$ cat src/rtl/if_mem_ctrl_if.sv
`default_nettype none
// ============================================================================
// if_mem_ctrl_if : request/response and byte-RAM bundle of the IF/MEM
//                  memory controller.
// Revision 1.0 - initial release
// ============================================================================
interface if_mem_ctrl_if #(
  parameter int MEM_AW = 17
);
  logic              if_req;
  logic [31:0]       if_addr;
  logic              if_flush;
  logic              if_ok;
  logic [31:0]       if_data;
  logic              d_req;
  logic              d_we;
  logic [31:0]       d_addr;
  logic [1:0]        d_width;
  logic [31:0]       d_wdata;
  logic              d_ok;
  logic [31:0]       d_rdata;
  logic [MEM_AW-1:0] mem_a;
  logic              mem_wr;
  logic [7:0]        mem_dout;
  logic [7:0]        mem_din;
  logic              busy;

  modport slave (
    input  if_req, if_addr, if_flush, d_req, d_we, d_addr, d_width, d_wdata, mem_din,
    output if_ok, if_data, d_ok, d_rdata, mem_a, mem_wr, mem_dout, busy
  );

  modport master (
    output if_req, if_addr, if_flush, d_req, d_we, d_addr, d_width, d_wdata, mem_din,
    input  if_ok, if_data, d_ok, d_rdata, mem_a, mem_wr, mem_dout, busy
  );
endinterface
`default_nettype wire

$ cat src/rtl/if_mem_ctrl.sv
`default_nettype none
// ============================================================================
// if_mem_ctrl : byte-serial controller serving IF fetches and MEM loads/stores
//               over one 8-bit RAM port. Optional fetch buffer: MEMCTL_IBUF_EN.
// Revision 1.0 - initial release
// ============================================================================
module if_mem_ctrl #(
  parameter int MEM_AW = 17
) (
  input  wire logic     clk,
  input  wire logic     rst,
  if_mem_ctrl_if.slave  bus
);
  typedef enum logic [1:0] {
    IDLE   = 2'd0,
    IFETCH = 2'd1,
    DACC   = 2'd2,
    DONE   = 2'd3
  } state_t;

  state_t            state_q, state_d;
  logic [2:0]        cnt_q, cnt_d;
  logic [2:0]        len_q, len_d;
  logic              we_q, we_d;
  logic [31:0]       wdata_q, wdata_d;
  logic [31:0]       buf_q, buf_d;
  logic [MEM_AW-1:0] mem_a_q, mem_a_d;
  logic              mem_wr_q, mem_wr_d;
  logic [7:0]        mem_dout_q, mem_dout_d;
  logic              if_ok_q, if_ok_d;
  logic [31:0]       if_data_q, if_data_d;
  logic              d_ok_q, d_ok_d;
  logic [31:0]       d_rdata_q, d_rdata_d;
  logic              busy_q, busy_d;
  logic [1:0]        byte_sel;
  logic [2:0]        d_len;
`ifdef MEMCTL_IBUF_EN
  logic              ib_valid_q, ib_valid_d;
  logic [MEM_AW-3:0] ib_tag_q, ib_tag_d;
  logic [31:0]       ib_word_q, ib_word_d;
  logic              hit_q, hit_d;
  logic [MEM_AW-1:0] st_a;
`endif

  logic unused_bits;
  assign unused_bits = ^{bus.if_addr[31:MEM_AW], bus.d_addr[31:MEM_AW]};

  always_comb begin
    state_d    = state_q;
    cnt_d      = cnt_q;
    len_d      = len_q;
    we_d       = we_q;
    wdata_d    = wdata_q;
    buf_d      = buf_q;
    mem_a_d    = mem_a_q;
    mem_wr_d   = 1'b0;
    mem_dout_d = mem_dout_q;
    if_ok_d    = 1'b0;
    if_data_d  = if_data_q;
    d_ok_d     = 1'b0;
    d_rdata_d  = d_rdata_q;
    byte_sel   = 2'(cnt_q - 3'd1);
    d_len      = (bus.d_width == 2'd0) ? 3'd1 : (bus.d_width == 2'd1) ? 3'd2 : 3'd4;
`ifdef MEMCTL_IBUF_EN
    ib_valid_d = ib_valid_q;
    ib_tag_d   = ib_tag_q;
    ib_word_d  = ib_word_q;
    hit_d      = 1'b0;
    st_a       = '0;
`endif

    case (state_q)
      IDLE: begin
        if (bus.d_req) begin
          state_d = DACC;
          cnt_d   = 3'd0;
          len_d   = d_len;
          we_d    = bus.d_we;
          mem_a_d = bus.d_addr[MEM_AW-1:0];
          buf_d   = '0;
          if (bus.d_we) begin
            mem_wr_d   = 1'b1;
            mem_dout_d = bus.d_wdata[7:0];
            wdata_d    = bus.d_wdata >> 8;
`ifdef MEMCTL_IBUF_EN
            // A store spanning a word boundary may touch the tagged word with any byte
            for (int k = 0; k < 4; k++) begin
              st_a = bus.d_addr[MEM_AW-1:0] + MEM_AW'(k);
              if (3'(k) < d_len && st_a[MEM_AW-1:2] == ib_tag_q)
                ib_valid_d = 1'b0;
            end
`endif
          end
`ifdef MEMCTL_IBUF_EN
        end else if (bus.if_req && !bus.if_flush && ib_valid_q &&
                     ib_tag_q == bus.if_addr[MEM_AW-1:2]) begin
          state_d = IFETCH;
          hit_d   = 1'b1;
`endif
        end else if (bus.if_req && !bus.if_flush) begin
          state_d = IFETCH;
          cnt_d   = 3'd0;
          len_d   = 3'd4;
          we_d    = 1'b0;
          mem_a_d = bus.if_addr[MEM_AW-1:0];
          buf_d   = '0;
        end
      end

      IFETCH, DACC: begin
        if (state_q == IFETCH && bus.if_flush) begin
          state_d = IDLE;
`ifdef MEMCTL_IBUF_EN
        end else if (hit_q) begin
          state_d   = DONE;
          if_ok_d   = 1'b1;
          if_data_d = ib_word_q;
`endif
        end else if (we_q) begin
          if (cnt_q + 3'd1 < len_q) begin
            cnt_d      = cnt_q + 3'd1;
            mem_wr_d   = 1'b1;
            mem_a_d    = mem_a_q + 1'b1;
            mem_dout_d = wdata_q[7:0];
            wdata_d    = wdata_q >> 8;
          end else begin
            state_d = DONE;
            d_ok_d  = 1'b1;
          end
        end else begin
          // Addresses run ahead of captured bytes by the one-cycle RAM latency
          cnt_d = cnt_q + 3'd1;
          if (cnt_q + 3'd1 < len_q)
            mem_a_d = mem_a_q + 1'b1;
          if (cnt_q != 3'd0)
            buf_d[{byte_sel, 3'b000} +: 8] = bus.mem_din;
          if (cnt_q == len_q) begin
            state_d = DONE;
            if (state_q == IFETCH) begin
              if_ok_d   = 1'b1;
              if_data_d = buf_d;
`ifdef MEMCTL_IBUF_EN
              ib_valid_d = 1'b1;
              ib_tag_d   = mem_a_q[MEM_AW-1:2];
              ib_word_d  = buf_d;
`endif
            end else begin
              d_ok_d    = 1'b1;
              d_rdata_d = buf_d;
            end
          end
        end
      end

      DONE:    state_d = IDLE;
      default: state_d = IDLE;
    endcase

    busy_d = (state_d != IDLE);
  end

  always_ff @(posedge clk) begin
    if (rst) begin
      state_q    <= IDLE;
      cnt_q      <= '0;
      len_q      <= '0;
      we_q       <= 1'b0;
      wdata_q    <= '0;
      buf_q      <= '0;
      mem_a_q    <= '0;
      mem_wr_q   <= 1'b0;
      mem_dout_q <= '0;
      if_ok_q    <= 1'b0;
      if_data_q  <= '0;
      d_ok_q     <= 1'b0;
      d_rdata_q  <= '0;
      busy_q     <= 1'b0;
`ifdef MEMCTL_IBUF_EN
      ib_valid_q <= 1'b0;
      ib_tag_q   <= '0;
      ib_word_q  <= '0;
      hit_q      <= 1'b0;
`endif
    end else begin
      state_q    <= state_d;
      cnt_q      <= cnt_d;
      len_q      <= len_d;
      we_q       <= we_d;
      wdata_q    <= wdata_d;
      buf_q      <= buf_d;
      mem_a_q    <= mem_a_d;
      mem_wr_q   <= mem_wr_d;
      mem_dout_q <= mem_dout_d;
      if_ok_q    <= if_ok_d;
      if_data_q  <= if_data_d;
      d_ok_q     <= d_ok_d;
      d_rdata_q  <= d_rdata_d;
      busy_q     <= busy_d;
`ifdef MEMCTL_IBUF_EN
      ib_valid_q <= ib_valid_d;
      ib_tag_q   <= ib_tag_d;
      ib_word_q  <= ib_word_d;
      hit_q      <= hit_d;
`endif
    end
  end

  assign bus.mem_a    = mem_a_q;
  assign bus.mem_wr   = mem_wr_q;
  assign bus.mem_dout = mem_dout_q;
  assign bus.if_ok    = if_ok_q;
  assign bus.if_data  = if_data_q;
  assign bus.d_ok     = d_ok_q;
  assign bus.d_rdata  = d_rdata_q;
  assign bus.busy     = busy_q;
endmodule
`default_nettype wire

$ cat src/flat_wrapper.sv
// flat-port wrapper written by rule: the top's interface ports become plain ports
module if_mem_ctrl_flat 
#(
  parameter int MEM_AW = 17
)
  (clk, rst, bus_if_req, bus_if_addr, bus_if_flush, bus_d_req, bus_d_we, bus_d_addr, bus_d_width, bus_d_wdata, bus_mem_din, bus_if_ok, bus_if_data, bus_d_ok, bus_d_rdata, bus_mem_a, bus_mem_wr, bus_mem_dout, bus_busy);
  if_mem_ctrl_if #(.MEM_AW(MEM_AW)) bus_i ();
  input  wire logic clk;
  input  wire logic rst;
  input wire logic [$bits(bus_i.if_req)-1:0] bus_if_req;
  input wire logic [$bits(bus_i.if_addr)-1:0] bus_if_addr;
  input wire logic [$bits(bus_i.if_flush)-1:0] bus_if_flush;
  input wire logic [$bits(bus_i.d_req)-1:0] bus_d_req;
  input wire logic [$bits(bus_i.d_we)-1:0] bus_d_we;
  input wire logic [$bits(bus_i.d_addr)-1:0] bus_d_addr;
  input wire logic [$bits(bus_i.d_width)-1:0] bus_d_width;
  input wire logic [$bits(bus_i.d_wdata)-1:0] bus_d_wdata;
  input wire logic [$bits(bus_i.mem_din)-1:0] bus_mem_din;
  output wire logic [$bits(bus_i.if_ok)-1:0] bus_if_ok;
  output wire logic [$bits(bus_i.if_data)-1:0] bus_if_data;
  output wire logic [$bits(bus_i.d_ok)-1:0] bus_d_ok;
  output wire logic [$bits(bus_i.d_rdata)-1:0] bus_d_rdata;
  output wire logic [$bits(bus_i.mem_a)-1:0] bus_mem_a;
  output wire logic [$bits(bus_i.mem_wr)-1:0] bus_mem_wr;
  output wire logic [$bits(bus_i.mem_dout)-1:0] bus_mem_dout;
  output wire logic [$bits(bus_i.busy)-1:0] bus_busy;
  assign bus_i.if_req = bus_if_req;
  assign bus_i.if_addr = bus_if_addr;
  assign bus_i.if_flush = bus_if_flush;
  assign bus_i.d_req = bus_d_req;
  assign bus_i.d_we = bus_d_we;
  assign bus_i.d_addr = bus_d_addr;
  assign bus_i.d_width = bus_d_width;
  assign bus_i.d_wdata = bus_d_wdata;
  assign bus_i.mem_din = bus_mem_din;
  assign bus_if_ok = bus_i.if_ok;
  assign bus_if_data = bus_i.if_data;
  assign bus_d_ok = bus_i.d_ok;
  assign bus_d_rdata = bus_i.d_rdata;
  assign bus_mem_a = bus_i.mem_a;
  assign bus_mem_wr = bus_i.mem_wr;
  assign bus_mem_dout = bus_i.mem_dout;
  assign bus_busy = bus_i.busy;
  if_mem_ctrl #(.MEM_AW(MEM_AW)) u_core (.clk(clk), .rst(rst), .bus(bus_i));
endmodule
$ cat config.mk
export PLATFORM = sky130hd
export DESIGN_NAME = if_mem_ctrl_flat
export DESIGN_NICKNAME = d
export VERILOG_FILES = /design/src/rtl/if_mem_ctrl_if.sv /design/src/rtl/if_mem_ctrl.sv /design/src/flat_wrapper.sv
export SDC_FILE = /design/constraint.sdc
export NUM_CORES = 1
export LEC_CHECK = 0
export BUFFER_PORTS_ARGS = -buffer_cell sky130_fd_sc_hd__buf_2
export CAP_MARGIN = 20
export CORE_MARGIN = 2
export CORE_UTILIZATION = 50
export DETAILED_ROUTE_END_ITERATION = 7
export PLACE_DENSITY = 0.77
export SETUP_SLACK_MARGIN = 0.02
export SYNTH_ARGS = -nofsm -noshare
export SYNTH_HDL_FRONTEND = slang
export SYNTH_SLANG_ARGS = --single-unit
$ cat constraint.sdc
create_clock -name clk -period 3 [get_ports clk]
set_clock_uncertainty 0.2 [all_clocks]
set_input_delay 0.9 -clock clk [delete_from_list [all_inputs] [get_ports clk]]
set_output_delay 0.9 -clock clk [all_outputs]
set_load 0.01 [all_outputs]
### Word level (Yosys, flattened, before mapping)

Cells that the tools add are included.
Widths: inputs -> output; s select.

* flip-flop bits (word level): 166
* latch bits: 0
* RAM bits: 0
* ROM bits: 0
* output and inout port bits: 93
* logic and storage cells: 112
* memories kept: 0

* add/sub/neg operators: 4
* multiply operators: 0
* div/mod/pow operators: 0
* $lt $le $gt $ge: 1
* equal/unequal tests: 13
* shift operators: 2
* multiplexer cells: 54
* bitwise logic cells: 5
* reduce and logical (&&, ||, !) cells: 19

Operators by type and width (number)
* $mux 32: 10
* $pmux 32 s2: 2
* $mux 17: 4
* $mux 8: 5
* $pmux 17 s2: 1
* $bwmux 32: 1
* $shift 8x7->32 const A: 1
* $shiftx 8x7->32: 1
* $mux 3: 9
* $add 17x1->17 const B: 1
* $pmux 8 s2: 1
* $mux 1: 12
* $mux 2: 6
* $reduce_and 4->1: 3
* $reduce_and 5->1: 2
* $ne 2x2->1 const B: 4
* $neg 5->7: 1
* $pmux 2 s3: 1
* $pmux 3 s2: 1
* $reduce_and 6->1: 1
* $reduce_bool 2->1: 3
* $not 1->1: 5
* $reduce_or 5->1: 1
* $eq 2x1->1 const B: 2
* 16 further kinds: 20

### Longest topological paths before layout

Gate-level depths: netlist (run 1).

* depth in word-level cells: 8
* gate-level depth with buffers: 10
* depth with buffers taken out: 8

### Least setup slack after synthesis (run 1)

OpenSTA, ideal clock, no wires.

* path kind: register -> register
* from: register u_core.cnt_q[0]
* to: register u_core.busy_q, in the netlist u_core.bus.busy
* library setup time: 0.123 ns
* data arrival time: 2.373 ns
* required time: 2.677 ns
* slack: 0.304 ns
* stages on the path, launching flop included: 9
* buffers on the path: 0
* cells stage by stage: dfxtp_1 inv_1 ha_1 ha_1 a21oi_1 a21boi_0 or4_1 nor4b_1 or2_2

* word-level cells in the longest chain between the ends: 7
* elaborated cells between the ends (all ways): 9

RTL lines
* from (decl): line if_mem_ctrl.sv:22 `logic [2:0] cnt_q, cnt_d;`
* from (signal assigned): line if_mem_ctrl.sv:186 `cnt_q <= cnt_d;`
* $add 3x1->3: line if_mem_ctrl.sv:120 `if (cnt_q + 3'd1 < len_q) begin`
* $lt 3x3->1: line if_mem_ctrl.sv:120
* $mux 2: line if_mem_ctrl.sv:120
* $mux 2 *: line if_mem_ctrl.sv:119 `end else if (we_q) begin`
* $mux 2 *: line if_mem_ctrl.sv:111 `if (state_q == IFETCH && bus.if_flush) begin`
* $pmux 2 s3 *: line if_mem_ctrl.sv:72 `case (state_q)`
* $reduce_bool 2->1 *: line if_mem_ctrl.sv:159 `busy_d = (state_d != IDLE);`
* to (signal assigned): line if_mem_ctrl.sv:198 `busy_q <= busy_d;`
* to (decl): line if_mem_ctrl.sv:34 `logic busy_q, busy_d;`

Every way passes the cells marked *; elsewhere a longest branch is shown, timed or not.
A chain may end at the register's enable or synchronous reset.

### Worst setup path after layout (run 1)

* from: register u_core.cnt_q[1]
* to: register u_core.wdata_q[1]

* word-level cells in the longest chain between the ends: 4

RTL lines
* $add 3x1->3: line if_mem_ctrl.sv:120
* $lt 3x3->1: line if_mem_ctrl.sv:120
* $ne 2x1->1 (no line)
* $reduce_and 6->1 (no line)
* to (signal assigned): line if_mem_ctrl.sv:189 `wdata_q <= wdata_d;`
* to (decl): line if_mem_ctrl.sv:25 `logic [31:0] wdata_q, wdata_d;`

No other way between the ends.

==> reports/qor.csv, run 1 <==
metric,value,unit
outcome,completed,
yosysTopAreaCell,dfxtp_1,
clock_sinks,158,
finalCritPeriodShare,90.8,%
synth_seq_cells,158,
num-nets-final,1105,
power,0.00890,W
worstPathMaxFanout,56,
synth_area,0.00751,sq mm
crit_buf_inv,1,
ctsResizeCount,0,
crit_chain,ha_1 -> xor2_1 -> ha_1 -> a21oi_2 -> nand4_1 -> a22oi_2 -> buf_12 -> nor2_1 -> a211oi_1,
synthTopCellsByArea,"dfxtp_1 (42%), nor2_1 (7.6%), mux2i_1 (7.2%)",
synth-edff-count,0,
slew-limit-headroom,46.9,%
hpwl,12200,um
antennaDiodeCount,0,
drive_gt1_share,28.2,%
multi_input_area,0.00400,sq mm
max_stage_delay,0.43,ns
antenna_left,0,
finalHoldViolCount,0,
cpMostUsedCell,ha_1,
hold_buffers,0,
die_w,127,um
dp.cells,1145,
clk_path_buf_depth,2,
grt_max_degree,65,
final-seq-area,0.00316,sq mm
yosys_warnings,0,
postLayoutCoreUtil,62.3,%
synth_ff_type,dfxtp_1,
cap_viol_max_count,0,
synth.most_common_cell,dfxtp_1,
drt_first_iter_violations,468,
ir_drop,0.674,mV
max_freq,0.367,GHz
avgSynthCellArea,8.95,sq um
gp_congestion,0.812,
hp-class,reg2reg,
crit_family,compound AO/OA/AOI/OAI gates,
numCtsBuffers,17,
slew_viol_final,0,
ys_types,52,
powerDensity,979,mW/mm^2
grt_pass1_wl,30100,um
leakage,3.79,nW
num-fill-cells,1289,
worstPathArrival,2.85,ns
cts_setup_buffers,0,
root_buffer,clkbuf_16,
avgViaCountPerCell,5.57,
wl,18300,um
clkTransAtPathRegs,0.06,ns
wl_per_cell,15.5,um
worst_pin_slew,0.795,ns
yosys.area.top_type_share,42.1,%
synthesis.nets,964,
endpoint_kind,flip-flop,
critPathKind,reg2reg,
vias,6553,
grt_antenna_before_repair,0,
clk_latency,0.42,ns
synth.top_cells.by_count,"dfxtp_1 (158), nor2_1 (152), a211oi_1 (65)",
drcViolationCount,0,
synthCells,839,
drt_pass1_iterations,5,
cp.required,3.13,ns
initial_utilization,51.4,%
synthArstFlopShare,0,%
cp_slowest_cell,dfxtp_1,
h-tree-depth,4,
setup_tns,0,ns
area_growth,21.1,%
worst_setup_path_start_kind,flip-flop,
ys_seq_area_share,42.1,%
port_buffers,174,
die-height,127,um
die-area,0.0160,sq mm
layoutNonFillerInstCount,1177,
setup_violations,0,
num_rows,44,
cts_tree,built,
io_pins,205,
grt_overflow,0,
grt_use_total,22.7,%
rsz0062_at_grt,false,
grt_pass1_vias,6178,
period_needed,2.73,ns
core-area,0.0146,sq mm
## worst register-to-register path, delay by kind of cell, from the launching register on
family | cells | cell delay, ns
AO/OA/AOI/OAI | 3 | 0.74
adder cells (fa/ha/maj) | 2 | 0.53
flip-flops | 1 | 0.43
AND/OR/NAND/NOR | 2 | 0.31
buffers and inverters | 1 | 0.26
XOR/XNOR | 1 | 0.17
## registers in the layout, indices dropped and copies added, names as in the netlist
signal / count
u_core.we_q: 1
u_core.buf_q: 32
u_core.wdata_q: 24
u_core.bus.mem_wr: 1
u_core.bus.mem_a: 17
u_core.bus.busy: 1
u_core.state_q: 2
u_core.cnt_q: 3
u_core.bus.if_ok: 1
u_core.bus.d_rdata: 32
u_core.bus.mem_dout: 8
u_core.len_q: 3
u_core.bus.d_ok: 1
u_core.bus.if_data: 32
## stage by stage
| stage | hold slack [ns] | setup slack [ns] | instance area [sq um] |
|---|---|---|---|
| 6_report | 0.254 | 0.275 | 9090 |
| 5_1_grt | 0.276 | 0.0788 | 9090 |
| 2_1_floorplan | 0.232 | 0.304 | 7510 |
| 4_1_cts | 0.252 | 0.141 | 9080 |
| 3_3_place_gp | 0.239 | 0.285 | 8510 |
| 3_5_place_dp | 0.245 | 0.223 | 8510 |
## power breakdown
group | internal, W | switching [W] | total (W) | leakage (nW)
logic | 0.00147 | 0.00230 | 0.00378 | 2.22
clock network | 0.00121 | 0.000878 | 0.00209 | 0.287
registers | 0.00266 | 0.000366 | 0.00303 | 1.29
## cell usage in the layout (no fill, tap or decap), drive strengths merged, types with 9 or more instances in the layout
cell / count
a22oi: 34
a211oi: 93
buf: 191
o21ai: 16
mux2i: 54
clkbuf: 20
dfxtp: 158
nor3: 10
inv: 12
mux2: 19
a21oi: 43
a22o: 9
nand2: 46
nand3: 17
nor2: 152
ha: 13
nand2b: 23
## path summary, 6_finish.rpt
check	startpoint	end	slack, ns	depth (start not counted)
setup / recovery	u_core.cnt_q[1]	u_core.wdata_q[1]	0.27	9
hold / removal	u_core.wdata_q[18]	u_core.wdata_q[18]	0.25	2
setup reg to reg	u_core.cnt_q[1]	u_core.wdata_q[1]	0.27	9
hold reg to reg	u_core.wdata_q[18]	u_core.wdata_q[18]	0.25	2
## routing by layer
layer  wire [um]  global-route usage (%)  up-vias
met5           0                       0        -
met1        8070                    29.2     3008
met2        8640                    38.0      206
li1            -                       -     3329
met4         144                    4.20        0
met3        1400                    7.17       10
## cell families (layout without fill, tap and decap cells)
kind of cell,Yosys count,after routing,synth area share [%]
simple gates,284,284,17.2
mux,73,73,10.1
flops,158,158,42.1
buf+inv,79,233,4.93
compound gates,229,229,23.2
fa+ha+maj,13,13,2.17
xor+xnor,3,3,0.350
## final cells by class
cell class	count	area share (%)
Clock buffer	20	5.13
Tap cell	184	2.53
Sequential cell	158	34.8
Timing Repair Buffer	191	11.9
Inverter	10	0.413
Clock inverter	12	1.21
Multi-Input combinational cell	602	44.0
(Power assumes the default switching activity.)
==> run 2, diff against run 1 <==
--- a/config.mk
+++ b/config.mk
@@ -7,10 +7,12 @@
 export LEC_CHECK = 0
 export BUFFER_PORTS_ARGS = -buffer_cell sky130_fd_sc_hd__buf_2
 export CAP_MARGIN = 20
+export CELL_PAD_IN_SITES_DETAIL_PLACEMENT = 0
+export CELL_PAD_IN_SITES_GLOBAL_PLACEMENT = 1
 export CORE_MARGIN = 2
-export CORE_UTILIZATION = 50
+export CORE_UTILIZATION = 39
 export DETAILED_ROUTE_END_ITERATION = 7
-export PLACE_DENSITY = 0.77
+export PLACE_DENSITY_LB_ADDON = 0.1
 export SETUP_SLACK_MARGIN = 0.02
 export SYNTH_ARGS = -nofsm -noshare
 export SYNTH_HDL_FRONTEND = slang
==> run 2 against run 1 <==
  * Worst setup slack worse by 0.032 ns
  * Worst hold slack worse by 0.0013 ns
  * Largest cell class unchanged
  * Critical path type unchanged
  * Highest routed layer unchanged
  * Die area rose by 27%
==> reports/qor.csv, run 2 (synthesis gave the netlist of run 1 again) <==
metric,value,unit,change
grt_max_degree,67,,was 65
wl_met1,9090,um,was 8070 um
root_buffer,clkbuf_16,,unchanged
fin_ws,0.243,ns,was 0.275 ns
vias,6472,,was 6553
wl_met3,1230,um,was 1400 um
num-nets-final,1106,,was 1105
die-height,143,um,was 127 um
cp.required,3.16,ns,was 3.13 ns
grt_pass1_wl,31200,um,was 30100 um
dp_slack,0.140,ns,was 0.223 ns
antenna_left,0,,unchanged
finalCritPeriodShare,91.9,%,was 90.8%
finalHoldViolCount,0,,unchanged
setup_tns,0,ns,unchanged
drive_gt1_share,28.1,%,was 28.2%
slew-limit-headroom,39.4,%,was 46.9%
wl_per_cell,15.7,um,was 15.5 um
grt_overflow,0,,unchanged
die-area,0.0204,sq mm,was 0.0160 sq mm
rsz0062_at_grt,false,,unchanged
leakage,3.80,nW,was 3.79 nW
worst_setup_path_start_kind,flip-flop,,unchanged
cts_tree,built,,unchanged
holdWs,0.252,ns,was 0.254 ns
wl,19300,um,was 18300 um
outcome,completed,,unchanged
period_needed,2.76,ns,was 2.73 ns
gp_congestion,0.804,,was 0.812
h-tree-depth,4,,unchanged
crit_buf_inv,2,,was 1
powerDensity,990,mW/mm^2,was 979 mW/mm^2
hp-class,reg2reg,,unchanged
setup_violations,0,,unchanged
layoutNonFillerInstCount,1228,,was 1177
drt_first_iter_violations,249,,was 468
post_dp_cell_area,0.00856,sq mm,was 0.00851 sq mm
wl_met2,8760,um,was 8640 um
layout_common_cells,"buf_2 (173), dfxtp_1 (158), nor2_1 (152), a211oi_1 (65), mux2i_1 (54)",,unchanged
dp.cells,1194,,was 1145
clk_latency,0.42,ns,about the same
drcViolationCount,0,,unchanged
cap_viol_max_count,0,,unchanged
slew_viol_final,0,,unchanged
avgViaCountPerCell,5.27,,was 5.57
worstPathMaxFanout,7,,was 56
clk_path_buf_depth,2,,unchanged
top_layer_used,met4,,unchanged
antennaDiodeCount,0,,unchanged
final_common_cell,buf_2,,unchanged
hpwl,12800,um,was 12200 um
numCtsBuffers,17,,unchanged
initial_utilization,40.0,%,was 51.4%
drt_pass1_iterations,6,,was 5
grt_antenna_before_repair,0,,unchanged
grt_use_total,19.2,%,was 22.7%
max_freq,0.363,GHz,was 0.367 GHz
num_rows,50,,was 44
crit_family,simple AND/OR/NAND/NOR gates,,was compound AO/OA/AOI/OAI gates
area_growth,22.5,%,was 21.1%
ir_drop,0.482,mV,was 0.674 mV
crit_chain,inv_1 -> ha_1 -> buf_4 -> nor3_1 -> a32oi_1 -> nand2b_1 -> a21oi_1,,was ha_1 -> xor2_1 -> ha_1 -> a21oi_2 -> nand4_1 -> a22oi_2 -> buf_12 -> nor2_1 -> a211oi_1
endpoint_kind,flip-flop,,unchanged
design_area,0.00919,sq mm,was 0.00909 sq mm
worst_pin_slew,0.903,ns,was 0.795 ns
grt_pass1_vias,6096,,was 6178
io_pins,205,,unchanged
port_buffers,174,,unchanged
critPathKind,reg2reg,,unchanged
max_stage_delay,0.73,ns,was 0.43 ns
worstPathArrival,2.91,ns,was 2.85 ns
cp_slowest_cell,nor3_1,,was dfxtp_1
hold_buffers,0,,unchanged
clkTransAtPathRegs,0.06,ns,about the same
die_w,143,um,was 127 um
clock_sinks,158,,unchanged
core-area,0.0188,sq mm,was 0.0146 sq mm
## run 2: cell count changes in the layout (fill, tap and decap cells not counted)
cell        previous run  this run
clkinv_2               4         1
clkbuf_16             17        18
clkbuf_8               3         2
clkinvlp_4             1         2
clkbuf_1               0         2
bufinv_16              1         2
## run 2: through the flow
step                      total power [W]  util (%)
final                             0.00910      49.0
after global placement            0.00689      45.6
after CTS                         0.00913      48.8
after detailed placement          0.00692      45.6
after floorplan                   0.00568         -
after global routing              0.00985      49.0
## run 2: final cells by class
type,count,area [sq um]
inverters,10,37.5
multi-input cells,602,4000
fillers,1905,9580
flip-flops and latches,158,3160
clock buffers,21,460
repair buffers,192,1100
well taps,234,293
clock inverters,11,133
## run 2: final timing paths
check	startpoint	to	slack (ns)	cells past startpoint
worst min-delay path	u_core.wdata_q[23]	u_core.wdata_q[23]	0.25	2
worst max register to register	u_core.cnt_q[1]	u_core.buf_q[27]	0.24	7
worst max-delay path	u_core.cnt_q[1]	u_core.buf_q[27]	0.24	7
worst min register to register	u_core.wdata_q[23]	u_core.wdata_q[23]	0.25	2
## run 2: metal layers
| layer | vias up | global-route usage [%] |
|---|---|---|
| li1 | 3328 | - |
| met1 | 2979 | 24.8 |
| met2 | 149 | 30.8 |
| met3 | 16 | 6.41 |
| met4 | 0 | 5.21 |
| met5 | - | 0 |
## run 2: tightest hold or removal path: stages, from the launching register on
cell and delay (ns):
dfxtp_1 0.31, nand2_1 0.05, a21oi_1 0.05
## run 2: what timing repair did
action                                  in CTS  in global routing
gates resized for setup                      0                  1
endpoints found under the setup margin       0                 34
buffers inserted                             0                  1
## run 2: power by group
part	internal (W)	switching (W)	leakage (nW)
combinational	0.00154	0.00235	2.23
sequential	0.00266	0.000356	1.29
clock	0.00128	0.000910	0.284
